**config.mk**
```make
export PLATFORM = sky130hd
export DESIGN_NAME = paint_scheduler
export DESIGN_NICKNAME = d
export VERILOG_FILES = /design/src/rtl/paint_pkg.sv /design/src/rtl/paint_fifo.sv /design/src/rtl/paint_scheduler.sv
export SDC_FILE = /design/constraint.sdc
export NUM_CORES = 1
export LEC_CHECK = 0
export ABC_AREA = 1
export CORE_ASPECT_RATIO = 1.5
export CORE_MARGIN = 2
export CORE_UTILIZATION = 31
export DETAILED_ROUTE_END_ITERATION = 8
export GPL_TIMING_DRIVEN = 0
export SLEW_MARGIN = 30
export SYNTH_ARGS = -nofsm -noshare
export SYNTH_HDL_FRONTEND = slang
export SYNTH_SLANG_ARGS = --single-unit
```
**constraint.sdc**
```tcl
create_clock -name theClock -period 6.66 [get_ports theClock]
set_clock_uncertainty 0.15 [all_clocks]
set_input_delay 0.666 -clock theClock [delete_from_list [all_inputs] [get_ports theClock]]
set_output_delay 0.666 -clock theClock [all_outputs]
set_load 0.005 [all_outputs]
```
**src/rtl/paint_pkg.sv**
```systemverilog
// Shared types and bit positions for the paint command scheduler.
package paint_pkg;

  typedef enum logic [1:0] {
    S_Idle = 2'd0,
    S_Req  = 2'd1,
    S_Gap  = 2'd2
  } state_t;

  localparam int CFG_ENABLE = 0;
  localparam int CFG_FLUSH  = 1;
  localparam int CFG_CLEAR  = 2;

  localparam int ST_BUSY      = 0;
  localparam int ST_FULL      = 1;
  localparam int ST_EMPTY     = 2;
  localparam int ST_OVERFLOW  = 3;
  localparam int ST_TIMEOUT   = 4;
  localparam int ST_COUNT_LSB = 5;

  // The Status count field is only 3 bits wide, so deep FIFOs report 7.
  function automatic logic [2:0] sat_count(input logic [4:0] cnt);
    return (cnt > 5'd7) ? 3'd7 : cnt[2:0];
  endfunction

endpackage

```
**src/rtl/paint_fifo.sv**
```systemverilog
// Command FIFO: power-of-two depth, flush has priority over push,
// and a push into a full FIFO is accepted when a pop happens in the same cycle.
module paint_fifo #(
  parameter int DEPTH = 4,
  parameter int WIDTH = 32
) (
  input  logic                     theClock,
  input  logic                     theReset,
  input  logic                     push,
  input  logic [WIDTH-1:0]         wdata,
  input  logic                     pop,
  output logic [WIDTH-1:0]         rdata,
  input  logic                     flush,
  output logic                     full,
  output logic                     empty,
  output logic [$clog2(DEPTH):0]   count
);

  localparam int AW = $clog2(DEPTH);
  localparam int CW = AW + 1;

  logic [WIDTH-1:0] mem [DEPTH];
  logic [AW-1:0]    wr_ptr;
  logic [AW-1:0]    rd_ptr;
  logic             do_push;
  logic             do_pop;

  assign full    = (count == CW'(DEPTH));
  assign empty   = (count == '0);
  assign do_pop  = pop && !empty;
  assign do_push = push && !flush && (!full || do_pop);
  assign rdata   = mem[rd_ptr];

  always_ff @(posedge theClock or negedge theReset) begin
    if (!theReset) begin
      wr_ptr <= '0;
      rd_ptr <= '0;
      count  <= '0;
    end else if (flush) begin
      wr_ptr <= '0;
      rd_ptr <= '0;
      count  <= '0;
    end else begin
      if (do_push) wr_ptr <= wr_ptr + 1'b1;
      if (do_pop)  rd_ptr <= rd_ptr + 1'b1;
      case ({do_push, do_pop})
        2'b10:   count <= count + 1'b1;
        2'b01:   count <= count - 1'b1;
        default: count <= count;
      endcase
    end
  end

  always_ff @(posedge theClock) begin
    if (do_push) mem[wr_ptr] <= wdata;
  end

endmodule

```
**src/rtl/paint_scheduler.sv**
```systemverilog
// Queues colour commands and dispatches them one at a time to the painter,
// with an ack timeout and sticky overflow/timeout flags.
//   state  | meaning
//   S_Idle | waiting for enable and a queued command; pops the head on exit
//   S_Req  | paint_req high, counting cycles until paint_ack or timeout
//   S_Gap  | one dead cycle after each transaction
module paint_scheduler
  import paint_pkg::*;
#(
  parameter int DEPTH   = 4,
  parameter int TIMEOUT = 1023
) (
  input  logic        theClock,
  input  logic        theReset,
  input  logic        Trigger,
  input  logic [7:0]  Red,
  input  logic [7:0]  Green,
  input  logic [7:0]  Blue,
  input  logic [7:0]  ImgNum,
  input  logic [7:0]  Config,
  output logic        paint_req,
  output logic [23:0] paint_rgb,
  output logic [7:0]  paint_img,
  input  logic        paint_ack,
  output logic [7:0]  Status
);

  localparam int WW = (TIMEOUT > 1) ? $clog2(TIMEOUT + 1) : 1;

  state_t                 state;
  state_t                 state_nxt;
  logic [WW-1:0]          wait_cnt;
  logic                   overflow_flag;
  logic                   timeout_flag;
  logic                   busy;
  logic                   fifo_pop;
  logic                   timeout_evt;
  logic                   overflow_evt;
  logic                   fifo_full;
  logic                   fifo_empty;
  logic [31:0]            fifo_rdata;
  logic [$clog2(DEPTH):0] fifo_count;
  logic [4:0]             count_ext;
  logic                   enable;
  logic                   unused_cfg;

  assign enable     = Config[CFG_ENABLE];
  assign unused_cfg = ^Config[7:3];
  assign count_ext  = 5'(fifo_count);

  paint_fifo #(.DEPTH(DEPTH), .WIDTH(32)) u_fifo (
    .theClock (theClock),
    .theReset (theReset),
    .push     (Trigger),
    .wdata    ({ImgNum, Red, Green, Blue}),
    .pop      (fifo_pop),
    .rdata    (fifo_rdata),
    .flush    (Config[CFG_FLUSH]),
    .full     (fifo_full),
    .empty    (fifo_empty),
    .count    (fifo_count)
  );

  always_ff @(posedge theClock or negedge theReset) begin
    if (!theReset) state <= S_Idle;
    else           state <= state_nxt;
  end

  always_comb begin
    state_nxt = state;
    case (state)
      S_Idle: if (enable && !fifo_empty) state_nxt = S_Req;
      S_Req:  if (paint_ack || (wait_cnt == WW'(TIMEOUT))) state_nxt = S_Gap;
      S_Gap:  state_nxt = S_Idle;
      default: state_nxt = S_Idle;
    endcase
  end

  always_comb begin
    paint_req    = (state == S_Req);
    busy         = (state == S_Req) || (state == S_Gap);
    fifo_pop     = (state == S_Idle) && enable && !fifo_empty;
    // ack in the expiry cycle counts as success
    timeout_evt  = (state == S_Req) && !paint_ack && (wait_cnt == WW'(TIMEOUT));
    overflow_evt = Trigger && fifo_full && !fifo_pop;
  end

  always_ff @(posedge theClock or negedge theReset) begin
    if (!theReset) begin
      wait_cnt  <= '0;
      paint_rgb <= '0;
      paint_img <= '0;
    end else begin
      if (state == S_Req && state_nxt == S_Req) wait_cnt <= wait_cnt + 1'b1;
      else                                       wait_cnt <= '0;
      if (fifo_pop) begin
        paint_rgb <= fifo_rdata[23:0];
        paint_img <= fifo_rdata[31:24];
      end
    end
  end

  // Sticky flags: a set event outranks a clear in the same cycle.
  always_ff @(posedge theClock or negedge theReset) begin
    if (!theReset) begin
      overflow_flag <= 1'b0;
      timeout_flag  <= 1'b0;
    end else begin
      if (overflow_evt)            overflow_flag <= 1'b1;
      else if (Config[CFG_CLEAR])  overflow_flag <= 1'b0;
      if (timeout_evt)             timeout_flag  <= 1'b1;
      else if (Config[CFG_CLEAR])  timeout_flag  <= 1'b0;
    end
  end

  always_comb begin
    Status                       = '0;
    Status[ST_BUSY]              = busy;
    Status[ST_FULL]              = fifo_full;
    Status[ST_EMPTY]             = fifo_empty;
    Status[ST_OVERFLOW]          = overflow_flag;
    Status[ST_TIMEOUT]           = timeout_flag;
    Status[ST_COUNT_LSB +: 3]    = sat_count(count_ext);
  end

endmodule

```
==> flow_summary.toml, run 1 <==
[timing]
post-route-min-period_ps = 2644
worst_pin_slew_ps = 641.4
maxSlewHeadroom = 0.5714
max_freq_mhz = 378.3
fin_crit_sh = 0.3969
drv_slew = 0
rsz0062_at_grt = "no"
setup-tns-final_ps = 0
hold_viol = 0
setup_viol = 0

[critical_path]
worst_setup_path_end_kind = "output port"
worstPathRequired_ps = 5840
arrival_ps = 1830
worstSetupPathType = "reg -> out"
worstReg2RegStart = "state[0]"
r2r-end = "u_fifo.mem[3][17]"
r2r_slack_ps = 4290
critPathMaxFanout = 6
crit_path_start_kind = "flop"
startpoint = "u_fifo.count[0]"
ff2ff_path_depth = 7
worstSetupEndpoint = "Status[1]"

[logic_synthesis]
post_synth_num_cell_types = 32
synth_area_leaders = "edfxtp_1, dfrtp_1, nor2_1"
synth.largest_area_cell = "edfxtp_1"
syn-cell-area_sq_um = 7187
ys.warnings.count = 0
ys_ff_latch = 181
synth_top_area_share = 0.5348
syn_avg_cell_area_sq_um = 12.06
ys_seq_area_frac = 0.7194
syn_inst = 596
synth_nets = 648

[floorplanning]
die_h_microns = 190.5
die_area_sq_um = 24440
ios = 85
core-area_sq_um = 22890
start_util = 0.3140
num_rows = 68
die-width_microns = 128.3

[power]
fin_total_pwr_mw = 3.371
power.leakage_nw = 3.339
peakVddDrop_mv = 0.2185
p_per_area_nw_per_um2 = 369.9

[clock_network]
postCtsSetupBuffers = 0
h-tree-depth = 4
cts_buffers = 17
clockBufferDepth = 2
cts_tree = "yes"
clk_pin_slew_ps = 70
cts_resized = 0
cts_sinks = 181
cts_root_buf = "clkbuf_16"
insertion_delay_ps = 430

[finish]
final_cell_mix = "nor2_1, edfxtp_1, clkdlybuf4s50_1"
drive_gt1_frac = 0.1078
fillers = 2086
diodes = 0
area_growth_pct = 26.83
seq_area_sq_um = 5170
nNetsFinal = 753
multi_input_area_sq_um = 1724
final_common_cell = "nor2_1"
fin_cells = 994

[routing]
firstDrtPassIters = 5
dr_total_vias = 4637
drc = 0
wl_per_cell_microns = 16.45
wl_mm = 16.35
drt_iter0_markers = 292
vias_per_cell = 4.665
antenna_left = 0

[grt]
grt_pass1_vias = 4589
grt_antenna_before_repair = 0
grt_max_degree = 43
grt_pass1_wl_mm = 25.13
grt_util_all_layers = 0.1388
grt_overflow = 0

[placement]
hpwlAfterDp_mm = 10.99
io_buffers = 79
numPlacedInstances = 961
gp_congestion = 0.7456

[worst_hold_path]
min_from = "timeout_flag"
hold_class = "reg -> reg"

[flow_run]
drv_cap = 0

[status]
outcome = "finished, final reports clean"
synth_stat cells:
| master | count |
|---|---|
| a21boi_0 | 1 |
| a21oi_1 | 1 |
| a21oi_4 | 1 |
| a31oi_1 | 32 |
| a32o_1 | 1 |
| buf_1 | 1 |
| buf_12 | 1 |
| buf_2 | 12 |
| buf_4 | 6 |
| buf_6 | 5 |
| clkbuf_1 | 11 |
| dfrtp_1 | 53 |
| edfxtp_1 | 128 |
| fa_1 | 1 |
| ha_1 | 7 |
| inv_1 | 22 |
| inv_2 | 2 |
| inv_4 | 1 |
| nand2_1 | 32 |
| nand2_2 | 1 |
| nand2_4 | 2 |
| nand3_1 | 8 |
| nand4_1 | 2 |
| nor2_1 | 178 |
| nor2_2 | 1 |
| nor2_4 | 1 |
| nor3_1 | 2 |
| o21ai_0 | 71 |
| o21ai_1 | 2 |
| or2_2 | 1 |
| xnor2_1 | 3 |
| xor2_1 | 6 |
sequential cells by signal, summed over array words and instances, names as in the netlist:
signal,flops
paint_img,8
paint_rgb,24
wait_cnt,10
u_fifo.rd_ptr,2
u_fifo.mem,128
overflow_flag,1
state,2
u_fifo.count,3
u_fifo.wr_ptr,2
timeout_flag,1
layer usage:
layer  GRT usage  up-vias  part of all wire  routed length (microns)
li1            -     2252                 -                        -
met1      0.1573     2242              0.41                     6650
met2      0.2439      121              0.52                     8558
met3     0.03928       22             0.050                      810
met4     0.05706        0             0.020                      333
met5           0        -                 0                        0
critical path, cell delays in order (launching register included):
cell             delay (ps)
dfrtp_1                 480
nor3_1                  280
buf_4                   150
clkdlybuf4s50_1         480
worst min-delay path by stage:
| stage | end | slack (ps) | depth (start not counted) |
|---|---|---|---|
| 2_1_floorplan | overflow_flag | 220 | 0 |
| 3_3_place_gp | timeout_flag | 330 | 2 |
| 3_5_place_dp | state[1] | 340 | 2 |
| 4_1_cts | timeout_flag | 360 | 2 |
| 5_1_grt | overflow_flag | 370 | 1 |
| 6_report | timeout_flag | 350 | 2 |
stage by stage:
stage / worst slack [ps] / hold slack [ps] / area (sq um) / utilization
after global placement: 1741 / 326.3 / 8328 / 0.3639
after floorplan: 3712 / 220.4 / 7187 / -
after detailed placement: 3571 / 339.3 / 8521 / 0.3723
after CTS: 3989 / 358.2 / 9115 / 0.3983
final: 4016 / 348.1 / 9115 / 0.3983
after global routing: 3879 / 369.4 / 9115 / 0.3983
cells by family after synthesis:
group,after synthesis,share of synthesized area
adder cells (fa/ha/maj),8,0.01497
flip-flops,181,0.7194
XOR/XNOR,9,0.01097
buffers and inverters,61,0.04492
AO/OA/AOI/OAI,109,0.08409
AND/OR/NAND/NOR,228,0.1257
repair_timing:
item                       4_1_cts  5_1_grt
hold buffers                     1        0
hold endpoints to repair        11        0
setup endpoints to repair        0        0
where the power goes:
part	leakage, nW	switching (mW)	internal, mW
registers	1.80	0.0961	1.37
logic	1.26	0.474	0.447
clock network	0.280	0.454	0.533
total	3.34	1.02	2.35
cell type report:
type | count | share of cell area
Sequential cell | 181 | 0.5672
Multi-Input combinational cell | 354 | 0.1892
Timing Repair Buffer | 86 | 0.1057
Clock buffer | 17 | 0.04667
Tap cell | 280 | 0.03844
Buffer | 36 | 0.02485
Clock inverter | 15 | 0.01743
Inverter | 25 | 0.01057
Note: power is estimated with default switching activity, not from simulation.
==> inputs of run 2 (changes only) <==
==> constraint.sdc (replaced) <==
create_clock -name theClock -period 2.7 [get_ports theClock]
set_clock_uncertainty 0.15 [all_clocks]
set_input_delay 0.27 -clock theClock [delete_from_list [all_inputs] [get_ports theClock]]
set_output_delay 0.27 -clock theClock [all_outputs]
set_load 0.005 [all_outputs]
==> results of run 2 <==
Same layout as run 1 (identical final DEF). Status: finished, final reports clean.
Among the figures that moved: setup slack after placement 3571 ps -> 7.442 ps; setup slack after layout 4016 ps -> 327.9 ps; hold slack 348.1 ps -> 87.38 ps; start point of the critical path u_fifo.count[0] -> state[0]; end point of the critical path Status[1] -> u_fifo.mem[3][17]; register-to-register setup slack 4290 ps -> 330 ps; total power 3.371 mW -> 8.316 mW; worst IR drop on VDD 0.2185 mV -> 0.5389 mV
==> inputs of run 3 (changes only) <==
--- a/config.mk
+++ b/config.mk
@@ -11,6 +11,8 @@
 export CORE_UTILIZATION = 31
 export DETAILED_ROUTE_END_ITERATION = 8
 export GPL_TIMING_DRIVEN = 0
+export PLACE_DENSITY = 0.56
+export SKIP_LAST_GASP = 1
 export SLEW_MARGIN = 30
 export SYNTH_ARGS = -nofsm -noshare
 export SYNTH_HDL_FRONTEND = slang
==> run 3 against run 2 <==
- clock power up 6%
- hold slack improved by 94 ps
- design area increased by 0.58%
- first-iteration DRC count down 9.2%
- setup slack lost 55 ps
- die area unchanged
- critical path depth grew 1
- total power rose by 1.8%
- final cell count grew 0.20%
- critical path type unchanged
- critical endpoint is now u_fifo.mem[2][7]
- largest cell class unchanged
- largest power group unchanged
- highest routed layer unchanged
==> flow_summary.toml, run 3 (synthesis results as in run 1) <==
[clock_network]
cts_tree = "yes"
clk_pin_slew_ps = 70
clockBufferDepth = 2
postCtsSetupBuffers = 0
h-tree-depth = 4
insertion_delay_ps = 430
cts_hold_buf = 1
cts_resized = 0
cts_buffers = 17
cts_sinks = 181
cts_root_buf = "clkbuf_16"

[critical_path]
r2r_slack_ps = 270
worst_setup_path_end_kind = "flop"
arrival_ps = 2410
worstPathRequired_ps = 2690
worstSetupPathType = "reg -> reg"
crit_path_start_kind = "flop"
critPathMaxFanout = 12

[timing]
setup_viol = 0
hold_viol = 0
drv_slew = 0
worst_pin_slew_ps = 617.0
fin_ws_ps = 273.3
max_freq_mhz = 412.1
maxSlewHeadroom = 0.5886
post-route-min-period_ps = 2427
fin_crit_sh = 0.8988
rsz0062_at_grt = "no"

[grt]
grt_overflow = 0
grt_antenna_before_repair = 1
grt_pass1_vias = 4676
grt_util_all_layers = 0.1439
grt_pass1_wl_mm = 25.99
grt_max_degree = 31

[finish]
largest_reg_flops = 128
area_growth_pct = 27.56
fillers = 2142
final_common_cell = "nor2_1"
drive_gt1_frac = 0.1091
finish.utilization = 0.4006
largest-register = "u_fifo.mem"
nNetsFinal = 754
multi_input_area_sq_um = 1724
final_cell_mix = "nor2_1, edfxtp_1, clkdlybuf4s50_1"
fin_cells = 996
seq_area_sq_um = 5170
reg.largest.list = "u_fifo.mem: 128 flops, paint_rgb: 24 flops, wait_cnt: 10 flops"

[routing]
drt_iter0_markers = 265
drc = 0
wl_per_cell_microns = 16.84
wl_mm = 16.77
dr_total_vias = 4609
vias_per_cell = 4.628
antenna_left = 0
firstDrtPassIters = 4

[worst_hold_path]
hold_class = "in -> async"

[placement]
pre_cts_ws_ps = -91.78
numPlacedInstances = 962
io_buffers = 79
hpwlAfterDp_mm = 11.60
gp_congestion = 0.7220

[floorplanning]
num_rows = 68
core-area_sq_um = 22890
start_util = 0.3140
die-width_microns = 128.3
ios = 85
die_area_sq_um = 24440
die_h_microns = 190.5

[power]
p_per_area_nw_per_um2 = 923.2
peakVddDrop_mv = 0.5939
fin_total_pwr_mw = 8.463
power.leakage_nw = 3.373

[flow_run]
drv_cap = 0

[status]
outcome = "finished, final reports clean"
[run 3: changes by cell type in the layout (fill, tap and decap cells not counted), sizes merged]
| cell | change |
|---|---|
| buf | +1 |
| clkbuf | +1 |
| inv | -3 |
| diode | +1 |
| bufinv | +1 |
| clkinvlp | -3 |
| clkinv | +4 |
[run 3: report_power, final]
part           total [mW]  internal (mW)  switching (mW)
sequential           3.61           3.37           0.233
combinational        2.29           1.10            1.19
clock                2.57           1.44            1.13
total                8.46           5.91            2.55
[run 3: worst paths after layout]
path	from	endpoint	depth (start not counted)
worst max-delay path	state[0]	u_fifo.mem[2][7]	8
worst min-delay path	theReset	paint_rgb[14]	2
worst max register to register	state[0]	u_fifo.mem[2][7]	8
worst min register to register	timeout_flag	timeout_flag	2
max in group asynchronous	theReset	paint_img[2]	3
min in group theClock	Config[2]	timeout_flag	4
[run 3: critical path, stage by stage, from the launching register on]
cell and delay [ps]:
dfrtp_1 410, inv_1 90, ha_1 200, nand2_1 90, nand3_1 80, nand2_1 260, nor2_4 460, buf_16 210
buf_8 170
[run 3: stage by stage]
stage	hold slack, ps	setup TNS (ps)	instance area, sq um
2_1_floorplan	-175.6	-13400	7187
3_3_place_gp	324.5	-278930	8328
3_5_place_dp	81.39	-2824	8528
4_1_cts	183.9	0	9165
5_1_grt	203.3	0	9168
6_report	181.4	0	9168
[run 3: layout make-up]
class	instances	area share
buffer	36	0.02470
clock buffer	18	0.04790
antenna	1	0.0002730
sequential	181	0.5639
tap	280	0.03821
multi-input combinational	354	0.1881
timing repair buffer	87	0.1059
inverter	25	0.01051
clock inverter	14	0.02047
[run 3: routing by layer]
metal / global-route usage / wire length (microns)
met1: 0.1609 / 6600
met2: 0.2649 / 9274
met3: 0.02806 / 595
met4: 0.05790 / 303
met5: 0 / 0
